File: src/rtl/alu_div_sequencer.sv
// Multi-cycle RV32M divide/remainder controller. It borrows the shared ALU for XLEN
// restoring-division steps, one unsigned subtract per granted cycle.
module alu_div_sequencer #(
  parameter int unsigned XLEN = 32
) (
  input  logic            i_clk,
  input  logic            i_rst_n,
  input  logic            i_start,
  input  logic [1:0]      i_op,
  input  logic [XLEN-1:0] i_dividend,
  input  logic [XLEN-1:0] i_divisor,
  output logic            o_busy,
  output logic            o_valid,
  output logic [XLEN-1:0] o_result,
  output logic            o_alu_req,
  input  logic            i_alu_gnt,
  output logic [2:0]      o_alu_opsel,
  output logic            o_alu_sub,
  output logic            o_alu_unsigned,
  output logic            o_alu_arith,
  output logic [XLEN-1:0] o_alu_op1,
  output logic [XLEN-1:0] o_alu_op2,
  input  logic [XLEN-1:0] i_alu_result,
  input  logic            i_alu_slt
);

  localparam int unsigned     CntW    = $clog2(XLEN);
  localparam logic [CntW-1:0] LastCnt = CntW'(XLEN - 1);
  localparam logic [XLEN-1:0] MinInt  = {1'b1, {(XLEN-1){1'b0}}};

  typedef enum logic [1:0] {StIdle, StRun, StDone} state_e;

  state_e          state_q;
  logic [XLEN-1:0] rem_q, quo_q, dvsr_q, result_q;
  logic [CntW-1:0] cnt_q;
  logic [1:0]      op_q;
  logic            dvd_sign_q, dvs_sign_q, special_q, valid_q;

  logic            signed_op, dvd_neg, dvs_neg, div_zero, overflow;
  logic            in_run, qbit, neg_quo, neg_rem;
  logic [XLEN-1:0] dvd_mag, dvs_mag, shifted, quo_res, rem_res;

  always_comb begin
    signed_op = ~i_op[0];
    dvd_neg   = signed_op & i_dividend[XLEN-1];
    dvs_neg   = signed_op & i_divisor[XLEN-1];
    dvd_mag   = dvd_neg ? ('0 - i_dividend) : i_dividend;
    dvs_mag   = dvs_neg ? ('0 - i_divisor) : i_divisor;
    div_zero  = (i_divisor == '0);
    overflow  = signed_op & (i_dividend == MinInt) & (i_divisor == '1);

    in_run    = (state_q == StRun);
    shifted   = {rem_q[XLEN-2:0], quo_q[XLEN-1]};
    // A set rem MSB means the shifted value really exceeds 2^XLEN, so it always subtracts.
    qbit      = rem_q[XLEN-1] | ~i_alu_slt;

    // Sign fix-ups apply only to signed ops; special-case results are already final.
    neg_quo   = ~op_q[0] & (dvd_sign_q ^ dvs_sign_q) & ~special_q;
    neg_rem   = ~op_q[0] & dvd_sign_q & ~special_q;
    quo_res   = neg_quo ? ('0 - quo_q) : quo_q;
    rem_res   = neg_rem ? ('0 - rem_q) : rem_q;
  end

  always_ff @(posedge i_clk or negedge i_rst_n) begin
    if (!i_rst_n) begin
      state_q    <= StIdle;
      rem_q      <= '0;
      quo_q      <= '0;
      dvsr_q     <= '0;
      result_q   <= '0;
      cnt_q      <= '0;
      op_q       <= '0;
      dvd_sign_q <= 1'b0;
      dvs_sign_q <= 1'b0;
      special_q  <= 1'b0;
      valid_q    <= 1'b0;
    end else begin
      valid_q <= 1'b0;
      unique case (state_q)
        StIdle: begin
          if (i_start) begin
            op_q       <= i_op;
            dvd_sign_q <= i_dividend[XLEN-1];
            dvs_sign_q <= i_divisor[XLEN-1];
            dvsr_q     <= dvs_mag;
            cnt_q      <= '0;
            if (div_zero) begin
              special_q <= 1'b1;
              quo_q     <= '1;
              rem_q     <= i_dividend;
              state_q   <= StDone;
            end else if (overflow) begin
              special_q <= 1'b1;
              quo_q     <= MinInt;
              rem_q     <= '0;
              state_q   <= StDone;
            end else begin
              special_q <= 1'b0;
              quo_q     <= dvd_mag;
              rem_q     <= '0;
              state_q   <= StRun;
            end
          end
        end
        StRun: begin
          if (i_alu_gnt) begin
            rem_q <= qbit ? i_alu_result : shifted;
            quo_q <= {quo_q[XLEN-2:0], qbit};
            cnt_q <= cnt_q + 1'b1;
            if (cnt_q == LastCnt) begin
              state_q <= StDone;
            end
          end
        end
        StDone: begin
          valid_q  <= 1'b1;
          result_q <= op_q[1] ? rem_res : quo_res;
          state_q  <= StIdle;
        end
        default: state_q <= StIdle;
      endcase
    end
  end

  assign o_busy         = (state_q != StIdle);
  assign o_valid        = valid_q;
  assign o_result       = result_q;
  assign o_alu_req      = in_run;
  assign o_alu_opsel    = 3'b000;
  assign o_alu_sub      = in_run;
  assign o_alu_unsigned = in_run;
  assign o_alu_arith    = 1'b0;
  assign o_alu_op1      = in_run ? shifted : '0;
  assign o_alu_op2      = in_run ? dvsr_q : '0;

endmodule

File: config.mk
export PLATFORM = sky130hd
export DESIGN_NAME = alu_div_sequencer
export DESIGN_NICKNAME = d
export VERILOG_FILES = /design/src/rtl/alu_div_sequencer.sv
export SDC_FILE = /design/constraint.sdc
export NUM_CORES = 1
export LEC_CHECK = 0
export CAP_MARGIN = 20
export CORE_MARGIN = 2
export CORE_UTILIZATION = 32
export DETAILED_ROUTE_END_ITERATION = 10
export HOLD_SLACK_MARGIN = 0.1
export PLACE_DENSITY = 0.64
export SKIP_LAST_GASP = 1
export SYNTH_ARGS = -nofsm -noshare
export SYNTH_HDL_FRONTEND = slang
export SYNTH_SLANG_ARGS = --single-unit
File: constraint.sdc
create_clock -name i_clk -period 2.8 [get_ports i_clk]
set_input_delay 0.56 -clock i_clk [delete_from_list [all_inputs] [get_ports i_clk]]
set_output_delay 0.56 -clock i_clk [all_outputs]
set_load 0.01 [all_outputs]
== After elaboration in Yosys (flattened, before gate mapping) ==
Cells that the tools add are included.

* Bits in registers: 141
* Input bits: 103
* Word-level logic and storage cells: 74

* Add/sub/neg operators: 5
* Equal/unequal tests: 8
* Mux-type cells: 29
* Bitwise logic cells: 14
* Reduce and logical (&&, ||, !) cells: 7

{| class="wikitable"
|+ Operators by type and width
! operator !! count
|-
| $mux 32 || 15
|-
| $pmux 32 s2 || 2
|-
| $sub 1x32->32 const A || 4
|-
| $eq 32x32->1 const B || 2
|-
| $logic_not 32->1 || 1
|-
| $mux 2 || 5
|-
| $mux 5 || 2
|-
| $pmux 5 s2 || 1
|-
| $and 1x1->1 || 8
|-
| $reduce_and 3->1 || 2
|-
| $add 5x1->5 const B || 1
|-
| $eq 5x5->1 const B || 1
|-
| $ne 2x2->1 const B || 2
|-
| $not 1->1 || 4
|-
| $pmux 2 s2 || 1
|-
| $reduce_bool 2->1 || 2
|-
| $mux 1 || 3
|-
| $eq 2x1->1 const B || 1
|-
| $eq 2x2->1 const B || 1
|-
| $logic_not 2->1 || 1
|-
| $ne 2x1->1 const B || 1
|-
| $reduce_and 2->1 || 1
|-
| $or 1x1->1 || 1
|-
| $xor 1x1->1 || 1
|}

== Longest topological paths before layout ==
Gate-level depths: netlist of run 1.

* Word-level depth: 7
* Mapped depth: 9
* Mapped depth without buffers: 8

== Least setup slack after synthesis of run 1 ==
No wires, ideal clock.

* Kind: input-to-reg
* Start point: input port i_dividend[10]
* End point: register quo_q[19]
* Setup time: 0.133 ns
* Arrival: 2.655 ns
* Slack: 0.012 ns
* Cell stages on the path: 9
* Buffers on the path: 3
* Cell sequence: or4_1 > clkbuf_1 > nor4_2 > nand3_1 > or3_1 > buf_2 > buf_2 > a21oi_1 > o22ai_1

* Cells in the longest elaborated chain, start to end: 7
* Elaborated cells between the ends (all ways): 9
* Those cells by class: 1 x add/sub; 1 x eq/ne; 5 x mux; 2 x bitwise

{| class="wikitable"
|+ Ends and longest elaborated chain
! element !! RTL line !! source
|-
| from (decl) || 10 || <nowiki>input logic [XLEN-1:0] i_dividend,</nowiki>
|-
| parallel branches: the longest is 3 deep, another holds $sub 1x32->32 || - ||
|-
| $mux 32 (*) || 92 || <nowiki>end else if (overflow) begin</nowiki>
|-
| $mux 32 (*) || 87 || <nowiki>if (div_zero) begin</nowiki>
|-
| $mux 32 (*) || 81 || <nowiki>if (i_start) begin</nowiki>
|-
| $pmux 32 s2 (*) || 79 || <nowiki>unique case (state_q)</nowiki>
|-
| to (signal assigned) || 94 || <nowiki>quo_q <= MinInt;</nowiki>
|-
| to (signal assigned) || 99 || <nowiki>quo_q <= dvd_mag;</nowiki>
|-
| to (signal assigned) || 108 || <nowiki>quo_q <= {quo_q[XLEN-2:0], qbit};</nowiki>
|-
| to (decl) || 34 || <nowiki>logic [XLEN-1:0] rem_q, quo_q, dvsr_q, result_q;</nowiki>
|}

Every way passes the cells marked *. The select of a mux whose other input is x is not followed.
A chain may end at the register's enable or synchronous reset.

== Worst setup path after layout of run 1 ==
* Start point: input port i_divisor[23]
* End point: register rem_q[0]

* Cells in the longest elaborated chain, start to end: 4

{| class="wikitable"
|+ Ends and longest elaborated chain
! element !! RTL line !! source
|-
| from (decl) || 11 || <nowiki>input logic [XLEN-1:0] i_divisor,</nowiki>
|-
| $logic_not 32->1 || 49 || <nowiki>div_zero = (i_divisor == '0);</nowiki>
|-
| $mux 32 || 87 ||
|-
| $mux 32 || 81 ||
|-
| $pmux 32 s2 || 79 ||
|-
| to (signal assigned) || 90 || <nowiki>rem_q <= i_dividend;</nowiki>
|-
| to (signal assigned) || 107 || <nowiki>rem_q <= qbit ? i_alu_result : shifted;</nowiki>
|-
| to (decl) || 34 ||
|}

Every way passes these cells. The select of a mux whose other input is x is not followed.

==> results.md, run 1 <==
* Syn Inst Count at between 1,000 and 1,500
* Slew @ Worst Pin at 0.729 ns
* Routed Antenna Nets at 0
* WL final at 36.7 mm
* Filler instances at 2,961
* Global placement routability congestion at 0.921
* Slew margin rel. at 0.509
* Top Metal Used: met4
* CTS buffer count at 17
* Tmin final at 2.74 ns
* Metal2 WL at about 17 mm
* Clock Sink Count at 141
* Top Ports at 208
* CP max FO at 8
* Initial Utilization at 0.326
* Port buffer count at 203
* P per Cell Area at 1090 nW/um^2
* Metal3 WL at 3.33 mm
* Critical-path top delay cell: or4_4
* Top cell type by total area after synthesis: dfrtp_1
* Ys flop type: dfrtp_1
* Nets at 1,606
* GRT Util Overall at 0.223
* Period utilization at 0.980
* Yosys top cell area share at 0.363
* WHS at 0.126 ns
* Critical Path AT at 3.09 ns
* Achievable Freq at 365 MHz
* Root Buffer: clkbuf_16
* Setup CP Type: in2reg
* Die ar. at 31,800 um^2
* Syn_area_per_cell at 8.04 um^2
* Final setup fails at 0
* CTS tree: done
* Sequential element share of the synthesized area at 0.363
* Skew-Pair Late Insertion Delay at 0.43 ns
* DR iter-0 viols at 936
* Asr flop ratio synth at 1.00
* Area of the core at ~30,000 um^2
* CP peak stage delay at 0.60 ns
* Largest net degree at the start of global routing at 87
* Area grow syn2layout at 42.5%
* CP bufs+invs at 2
* Via count at 10,173
* # rows at 63
* Worst Skew at approximately 0.018 ns
* Vias per cell at 5.35
* DR DRC count at 0
* Worst Path Required at 3.15 ns
* Synthesis-stage register bit count at ~140
* Post-synth EDFFs at 0
* Die Span Y at 178 um
* Global-route wire length before repair at 54.5 mm
* Max Cap Viol at 0
* Wl on met1 at 15.9 mm
* Critical Path Sink Type: flip-flop
* Final Max Tran Viols at 0
* Global route overflow at 0
* Worst VDD drop at between 0.0005 and 0.0006 V
* Dominant cells by area after synthesis: dfrtp_1, o21ai_0, xor2_1
* CP delay by family, top: simple AND/OR/NAND/NOR gates
* H-tree depth at 4
* Initial antenna violation count at 2
* Crit-path cells: clkdlybuf4s50_1 > or4_4 > or2_1 > or4_4 > nor2_4 > clkbuf_16 > a21oi_1 > a21oi_1
* Clock-pin transition on the worst setup and hold timing paths at 0.07 ns
* Number of global-route vias before repair at 9,674
* Multi-input gate area at about 5800 um^2
* Register area at between 3000 and 4000 um^2
* Lkg Pwr at 5.88 nW
* Die W at 178 um
* Drt wl/cell at 19.3 um
* Layout cells sized above 1 at 0.142
* Worst hold path type: in2async
* Buffer depth of the longest clock path at 2
* Dpl cells at 1,863
* Synth warn at 0
* DP Wirelength at 27.8 mm
* Drt pass-1 iters at 6
* Setup crit start kind: input port
* Non-filler cells, final at about 1,900
* Status: completed
* Post-synth cell types at 59
* Fin. Hold Viols at 0
* Cell area after synthesis at 9720 um^2
kinds of logic (layout without fill, tap and decap cells):
family | Yosys count | in the layout | share of synthesized area
adders and majority gates | 7 | 7 | 0.00901
xor gates and xnor gates | 111 | 111 | 0.100
and+or+nand+nor | 473 | 473 | 0.242
DFF | 141 | 141 | 0.363
AOI/OAI and AO/OA | 333 | 333 | 0.200
muxes | 41 | 41 | 0.0424
buffers and inverters | 102 | 399 | 0.0434
other | 1 | 5 | 0.000386
cells in the final DEF, fill, tap and decap left out, types with 11 or more instances in the layout:
cell / instances
clkdlybuf4s50_1: 194
o21ai_0: 143
dfrtp_1: 140
buf_4: 134
nand2_1: 129
nor2_1: 128
a21oi_1: 78
and2_1: 68
xor2_1: 57
xnor2_1: 54
mux2i_1: 40
nor3_1: 27
a31oi_1: 24
o31ai_1: 21
a22oi_1: 21
clkbuf_16: 20
nor4_1: 19
or3_1: 18
inv_1: 16
nand4_1: 13
or4_1: 13
o41ai_1: 11
worst paths after layout:
kind / end / depth (start not counted) / startpoint / slack [ns]
setup reg to reg: o_result[18] / 7 / quo_q[0] / 0.17
max in group asynchronous: o_result[31] / 2 / i_rst_n / 2.02
hold reg to reg: dvsr_q[27] / 2 / dvsr_q[27] / 0.47
setup / recovery: rem_q[0] / 8 / i_divisor[23] / 0.06
min in group i_clk: dvsr_q[27] / 2 / dvsr_q[27] / 0.47
hold / removal: rem_q[9] / 1 / i_rst_n / 0.13
where the power goes:
group	leakage, nW	switching (mW)	internal (mW)
combinational	3.86	4.69	3.83
sequential	1.73	1.11	3.04
clock	0.294	1.00	1.41
registers in the layout, summed over array words and instances (netlist names):
signal	flops
special_q	1
state_q	2
dvsr_q	32
o_result	32
quo_q	32
dvd_sign_q	1
o_valid	1
dvs_sign_q	1
op_q	2
rem_q	32
cnt_q	5
final cells by class:
type	count	share of cell area
multi-input cells	969	0.421
flip-flops and latches	141	0.255
repair buffers	350	0.239
well taps	390	0.0352
clock buffers	20	0.0337
clock inverters	12	0.0107
inverters	17	0.00461
diodes	1	0.000181
synthesized netlist by cell type, types with 2 or more instances:
library cell / instances
and2_1: 68
buf_1: 4
a32o_1: 2
nand3_1: 9
o41ai_1: 11
xor2_1: 57
nor2_1: 128
or4_1: 16
or2_2: 9
buf_4: 6
a41oi_1: 2
nor2b_1: 2
nor3_1: 27
o21ai_0: 144
a311oi_1: 2
dfrtp_1: 141
a22oi_1: 22
buf_2: 7
xnor2_1: 54
nor4_1: 19
o221ai_1: 6
inv_1: 16
a31oi_1: 24
nand2_1: 131
a21oi_1: 79
nor4_2: 2
and3_1: 3
or3b_2: 3
nand4_1: 13
o22ai_1: 7
or3_1: 19
o211ai_1: 4
o31ai_1: 21
nor3b_1: 5
mux2i_1: 40
ha_1: 7
nand2b_1: 8
or4_4: 3
a221oi_1: 2
clkbuf_1: 67
metrics by stage:
step                utilization  instance area [um^2]  worst slack [ns]  power, mW  setup TNS, ns
floorplan                     -                  9730            0.0122       8.51              0
global placement          0.439                 13100            -0.363       12.4         -21.92
detailed placement        0.439                 13100            -0.394       12.5         -23.57
CTS                       0.460                 13700            0.0226       14.9              0
global route              0.465                 13800          -0.00109       16.1       -0.00126
finish                    0.465                 13900            0.0573       15.1              0
repair_timing:
item                                   in CTS  in global routing
hold buffers                                0                  0
setup endpoints to repair                   0                 54
buffers inserted                            0                  0
resized for setup                           0                 20
endpoints found under the hold margin       0                  0
metal layers:
metal | vias up | GRT usage
met5 | - | 0
met4 | 0 | 0.0661
met3 | 47 | 0.0584
met2 | 436 | 0.347
met1 | 4826 | 0.302
li1 | 4864 | -
Power figures use the tool's default switching activity.
==> run 2, diff against run 1 <==
--- a/config.mk
+++ b/config.mk
@@ -10,8 +10,9 @@
 export CORE_UTILIZATION = 32
 export DETAILED_ROUTE_END_ITERATION = 10
 export HOLD_SLACK_MARGIN = 0.1
-export PLACE_DENSITY = 0.64
+export PLACE_DENSITY_LB_ADDON = 0.12
 export SKIP_LAST_GASP = 1
+export SLEW_MARGIN = 20
 export SYNTH_ARGS = -nofsm -noshare
 export SYNTH_HDL_FRONTEND = slang
 export SYNTH_SLANG_ARGS = --single-unit
==> results.md, run 2 (synthesis results as in run 1) <==
* Status: completed
* Finished Cell Area at between 10,000 and 15,000 um^2
* Number of global-route vias before repair at 9,486
* Final setup fails at 0
* Fin. Hold Viols at 0
* Slew @ Worst Pin at 0.841 ns
* Critical Path Sink Type: flip-flop
* Max Cap Viol at 0
* Root Buffer: clkbuf_16
* P per Cell Area at 1080 nW/um^2
* Top Ports at 208
* N_diodes at 0
* Place WS at -0.464 ns
* CP peak stage delay at 0.65 ns
* DR iter-0 viols at 891
* Non-filler cells, final at just under 2,000
* Largest net degree at the start of global routing at 67
* Initial antenna violation count at 0
* Period utilization at 0.971
* Initial Utilization at 0.326
* Layout cells sized above 1 at 0.153
* Hold_buf cts at 0
* Worst Path Required at approximately 3.1 ns
* DP Wirelength at approximately 28 mm
* Worst hold path type: in2async
* Dpl cells at 1,889
* Routed Antenna Nets at 0
* Global route overflow at 0
* GRT Util Overall at 0.232
* Drt pass-1 iters at 7
* Combinational share of power at 0.569
* Setup crit start kind: input port
* CTS buffer count at 17
* Area of the core at a little under 30,000 um^2
* CP max FO at 5
* Clock power share at 0.164
* Slew margin rel. at 0.439
* Final WS setup at 0.0821 ns
* Buffer depth of the longest clock path at 2
* Port buffer count at approximately 200
* Dpl cell area at 13,300 um^2
* Setup CP Type: in2reg
* Most common library cell in the layout ignoring fill and taps: clkdlybuf4s50_1
* Flop pwr share at 0.267
* Drt wl/cell at 19.3 um
* Clock-pin transition on the worst setup and hold timing paths at roughly 0.070 ns
* Tmin final at ~2.7 ns
* Vias per cell at 5.25
* Filler instances at 2,924
* Global placement routability congestion at 0.950
* DR DRC count at 0
* Crit-path cells: clkdlybuf4s50_1 > or4_1 > or3_1 > o41ai_1 > xnor2_1 > nand2_1 > a22oi_1
* Most frequent cells in the layout: clkdlybuf4s50_1, buf_4, o21ai_0
* Lkg Pwr at 6.02 nW
* Achievable Freq at 368 MHz
* H-tree depth at 4
* Nets at 1,633
* Worst VDD drop at 0.000620 V
* NetSw at between 6 and 7 mW
* WL final at 37.2 mm
* Final Max Tran Viols at 0
* Global-route wire length before repair at 56.4 mm
* CTS tree: done
* Cell-internal power at 8.56 mW
* WHS at ~0.15 ns
* Die Span Y at around 180 um
* Net Sw Frac at 0.436
* Critical Path AT at slightly above 3 ns
* Worst Skew at 0.0109 ns
* # rows at between 60 and 70
* Die W at 178 um
* Die ar. at about 32,000 um^2
* Setup TNS at 0 ns
* Via count at 10,112
* Clock Sink Count at 141
* Critical-path top delay cell: or4_1
* Skew-Pair Late Insertion Delay at 0.42 ns
* Area grow syn2layout at 44.7%
-- run 2: cell count changes in the layout (fill, tap and decap cells not counted), sizes merged --
cell,before,now
buf,145,172
bufinv,2,4
clkbuf,23,24
clkdlybuf4s50,194,193
clkinv,2,5
clkinvlp,3,2
diode,1,0
dlymetal6s2s,8,9
inv,22,16
-- run 2: power by group through the flow --
stage	Clock, mW	Sequential [mW]	Combinational [mW]
final	2.48	4.05	8.64
after global routing	2.60	4.18	9.49
after CTS	2.52	4.02	8.64
after detailed placement	0	4.05	8.58
after global placement	0	4.03	8.55
after floorplan	0	3.87	4.65
-- run 2: area by class of cell --
class,count,area (um^2),area share
sequential,141,3530,0.251
multi-input combinational,969,5810,0.413
inverter,17,63.8,0.00454
timing repair buffer,377,3530,0.251
clock buffer,21,470,0.0335
tap,390,488,0.0347
clock inverter,10,163,0.0116
-- run 2: final timing paths --
check / from / endpoint / slack (ns) / depth (start not counted)
min in group i_clk: dvsr_q[21] / dvsr_q[21] / 0.47 / 2
max: i_dividend[7] / quo_q[13] / 0.08 / 7
min reg2reg: dvsr_q[21] / dvsr_q[21] / 0.47 / 2
max in group asynchronous: i_rst_n / dvsr_q[3] / 1.86 / 2
min: i_rst_n / o_result[26] / 0.15 / 1
max reg2reg: quo_q[0] / o_result[18] / 0.23 / 7
-- run 2: worst max-delay path, delay by kind of cell --
kind | cells | cell delay, ns
simple gates | 3 | 1.26
compound gates | 2 | 0.55
buf+inv | 1 | 0.46
xor+xnor | 1 | 0.23
-- run 2: what timing repair did --
item | in CTS | in global routing
cloned | 0 | 4
pin swaps | 0 | 6
resized for setup | 2 | 12
setup buffers | 0 | 1
endpoints found under the setup margin | 3 | 28
-- run 2: per-layer routing --
| metal | up-vias | global-route usage | wire [um] |
|---|---|---|---|
| li1 | 4899 | - | - |
| met1 | 4847 | 0.365 | 18700 |
| met2 | 340 | 0.325 | 15500 |
| met3 | 26 | 0.0526 | 2690 |
| met4 | 0 | 0.0376 | 343 |
| met5 | - | 0 | 0 |
-- run 2: per-stage QoR --
stage | power (mW) | utilization
after floorplan | 8.51 | -
after global placement | 12.6 | 0.446
after detailed placement | 12.6 | 0.446
after CTS | 15.2 | 0.467
after global routing | 16.3 | 0.472
final | 15.2 | 0.472
==> run 3, diff against run 2 <==
--- a/config.mk
+++ b/config.mk
@@ -10,7 +10,7 @@
 export CORE_UTILIZATION = 32
 export DETAILED_ROUTE_END_ITERATION = 10
 export HOLD_SLACK_MARGIN = 0.1
-export PLACE_DENSITY_LB_ADDON = 0.12
+export PLACE_DENSITY = 0.52
 export SKIP_LAST_GASP = 1
 export SLEW_MARGIN = 20
 export SYNTH_ARGS = -nofsm -noshare
==> results.md, run 3 (synthesis results as in run 1) <==
* Status: completed
* Filler instances at ~2,900
* Lkg Pwr at 5.98 nW
* Worst hold path type: in2async
* Number of global-route vias before repair at between 9,000 and 10,000
* Global placement routability congestion at roughly 0.91
* Clock Sink Count at 141
* Nets at 1,629
* Area grow syn2layout at 44.5%
* CTS tree: done
* CP max FO at 10
* Root Buffer: clkbuf_16
* Most common library cell in the layout ignoring fill and taps: clkdlybuf4s50_1
* Global-route wire length before repair at 57.1 mm
* Top Metal Used: met5
* Setup crit start kind: input port
* Final setup fails at 0
* Register area at 3530 um^2
* Die ar. at 31,800 um^2
* Worst VDD drop at 0.000619 V
* Metal3 WL at 2.79 mm
* Place WS at -0.490 ns
* Vias per cell at 5.30
* Worst Skew at 0.0160 ns
* Most frequent cells in the layout: clkdlybuf4s50_1, buf_4, o21ai_0
* N_diodes at 0
* Routed Antenna Nets at 0
* Wl on met1 at 19.3 mm
* Skew-Pair Late Insertion Delay at 0.43 ns
* Buffer depth of the longest clock path at 2
* Global route overflow at 0
* Achievable Freq at around 360 MHz
* DR DRC count at 0
* Largest net degree at the start of global routing at slightly below 90
* Drt wl/cell at between 15 and 20 um
* Dpl cell area at 13,200 um^2
* Final WS setup at 0.0505 ns
* Top Ports at 208
* Slew @ Worst Pin at about 0.9 ns
* Via count at 10,193
* Setup CP Type: in2reg
* Die W at around 180 um
* CP bufs+invs at 2
* Slew margin rel. at 0.392
* Fin. Hold Viols at 0
* WL final at 37.9 mm
* Period utilization at 0.982
* Final Max Tran Viols at 0
* H-tree depth at 4
* Hold_buf cts at 0
* Clock-pin transition on the worst setup and hold timing paths at 0.07 ns
* # rows at 63
* Worst R2R Setup Slack at between 0.15 and 0.2 ns
* Critical Path AT at 3.06 ns
* GRT Util Overall at 0.236
* Metal2 WL at between 15 and 20 mm
* Critical Path Sink Type: flip-flop
* Final Total Pwr at about 15 mW
* Critical-path top delay cell: or4_4
* CTS buffer count at 17
* Finished Cell Area at ~14,000 um^2
* Port buffer count at 203
* Crit-path cells: clkdlybuf4s50_1 > or4_4 > or3_1 > or2_2 > or3_4 > buf_4 > a21oi_1 > o22ai_1
* Max Cap Viol at 0
* Die Span Y at 178 um
* Setup TNS at 0 ns
* Drt pass-1 iters at 6
* DR iter-0 viols at between 900 and 1,000
* Initial Utilization at 0.326
* CP delay by family, top: simple AND/OR/NAND/NOR gates
* Layout cells sized above 1 at 0.157
* CP peak stage delay at 0.54 ns
* Unrepaired setup endpoints after global routing: false
* Area of the core at 29,800 um^2
* Worst Path Required at 3.11 ns
* Initial antenna violation count at 1
* WHS at 0.0824 ns
* Multi-input gate area at 5840 um^2
* DP Wirelength at 28.7 mm
* P per Cell Area at 1080 nW/um^2
* Tmin final at 2.75 ns
==> run 3: through the flow <==
| step | util | instances |
|---|---|---|
| floorplan | - | 1212 |
| detailed placement | 0.444 | 1884 |
| global placement | 0.444 | 1884 |
| global route | 0.471 | 1922 |
| CTS | 0.465 | 1916 |
| finish | 0.471 | 1922 |
==> run 3: timing repair <==
item,CTS,global route
pin swaps,0,5
buffers inserted,0,2
cloned,0,4
gates resized for setup,4,23
endpoints found under the setup margin,31,102
==> run 3: layout make-up <==
type,count,area share
clock inverters,12,0.0115
clock buffers,20,0.0318
flip-flops and latches,141,0.251
inverters,17,0.00490
well taps,390,0.0348
repair buffers,373,0.249
multi-input cells,969,0.416
==> run 3: final timing paths <==
kind	end	depth (start not counted)	start
min in group i_clk	dvsr_q[22]	2	dvsr_q[22]
min reg2reg	dvsr_q[22]	2	dvsr_q[22]
max	quo_q[19]	8	i_dividend[25]
max in group asynchronous	o_result[26]	2	i_rst_n
min	dvsr_q[16]	1	i_rst_n
max reg2reg	o_result[13]	7	rem_q[6]
==> run 3: report_power, final <==
group | switching (mW) | internal (mW)
combinational | 4.75 | 3.98
clock | 0.978 | 1.43
sequential | 1.02 | 3.04
total | 6.75 | 8.45
==> run 3: routing by layer <==
| layer | GRT usage | vias up |
|---|---|---|
| met2 | 0.324 | 384 |
| met4 | 0.0379 | 2 |
| met5 | 0 | - |
| met3 | 0.0475 | 26 |
| met1 | 0.378 | 4882 |
| li1 | - | 4899 |
==> run 3: worst register-to-register path, delay by kind of cell, from the launching register on <==
kind	cells	cell delay (ns)
mux	1	0.30
compound gates	2	0.43
simple gates	2	0.96
xor+xnor	1	0.14
flops	1	0.38
buf+inv	1	0.28
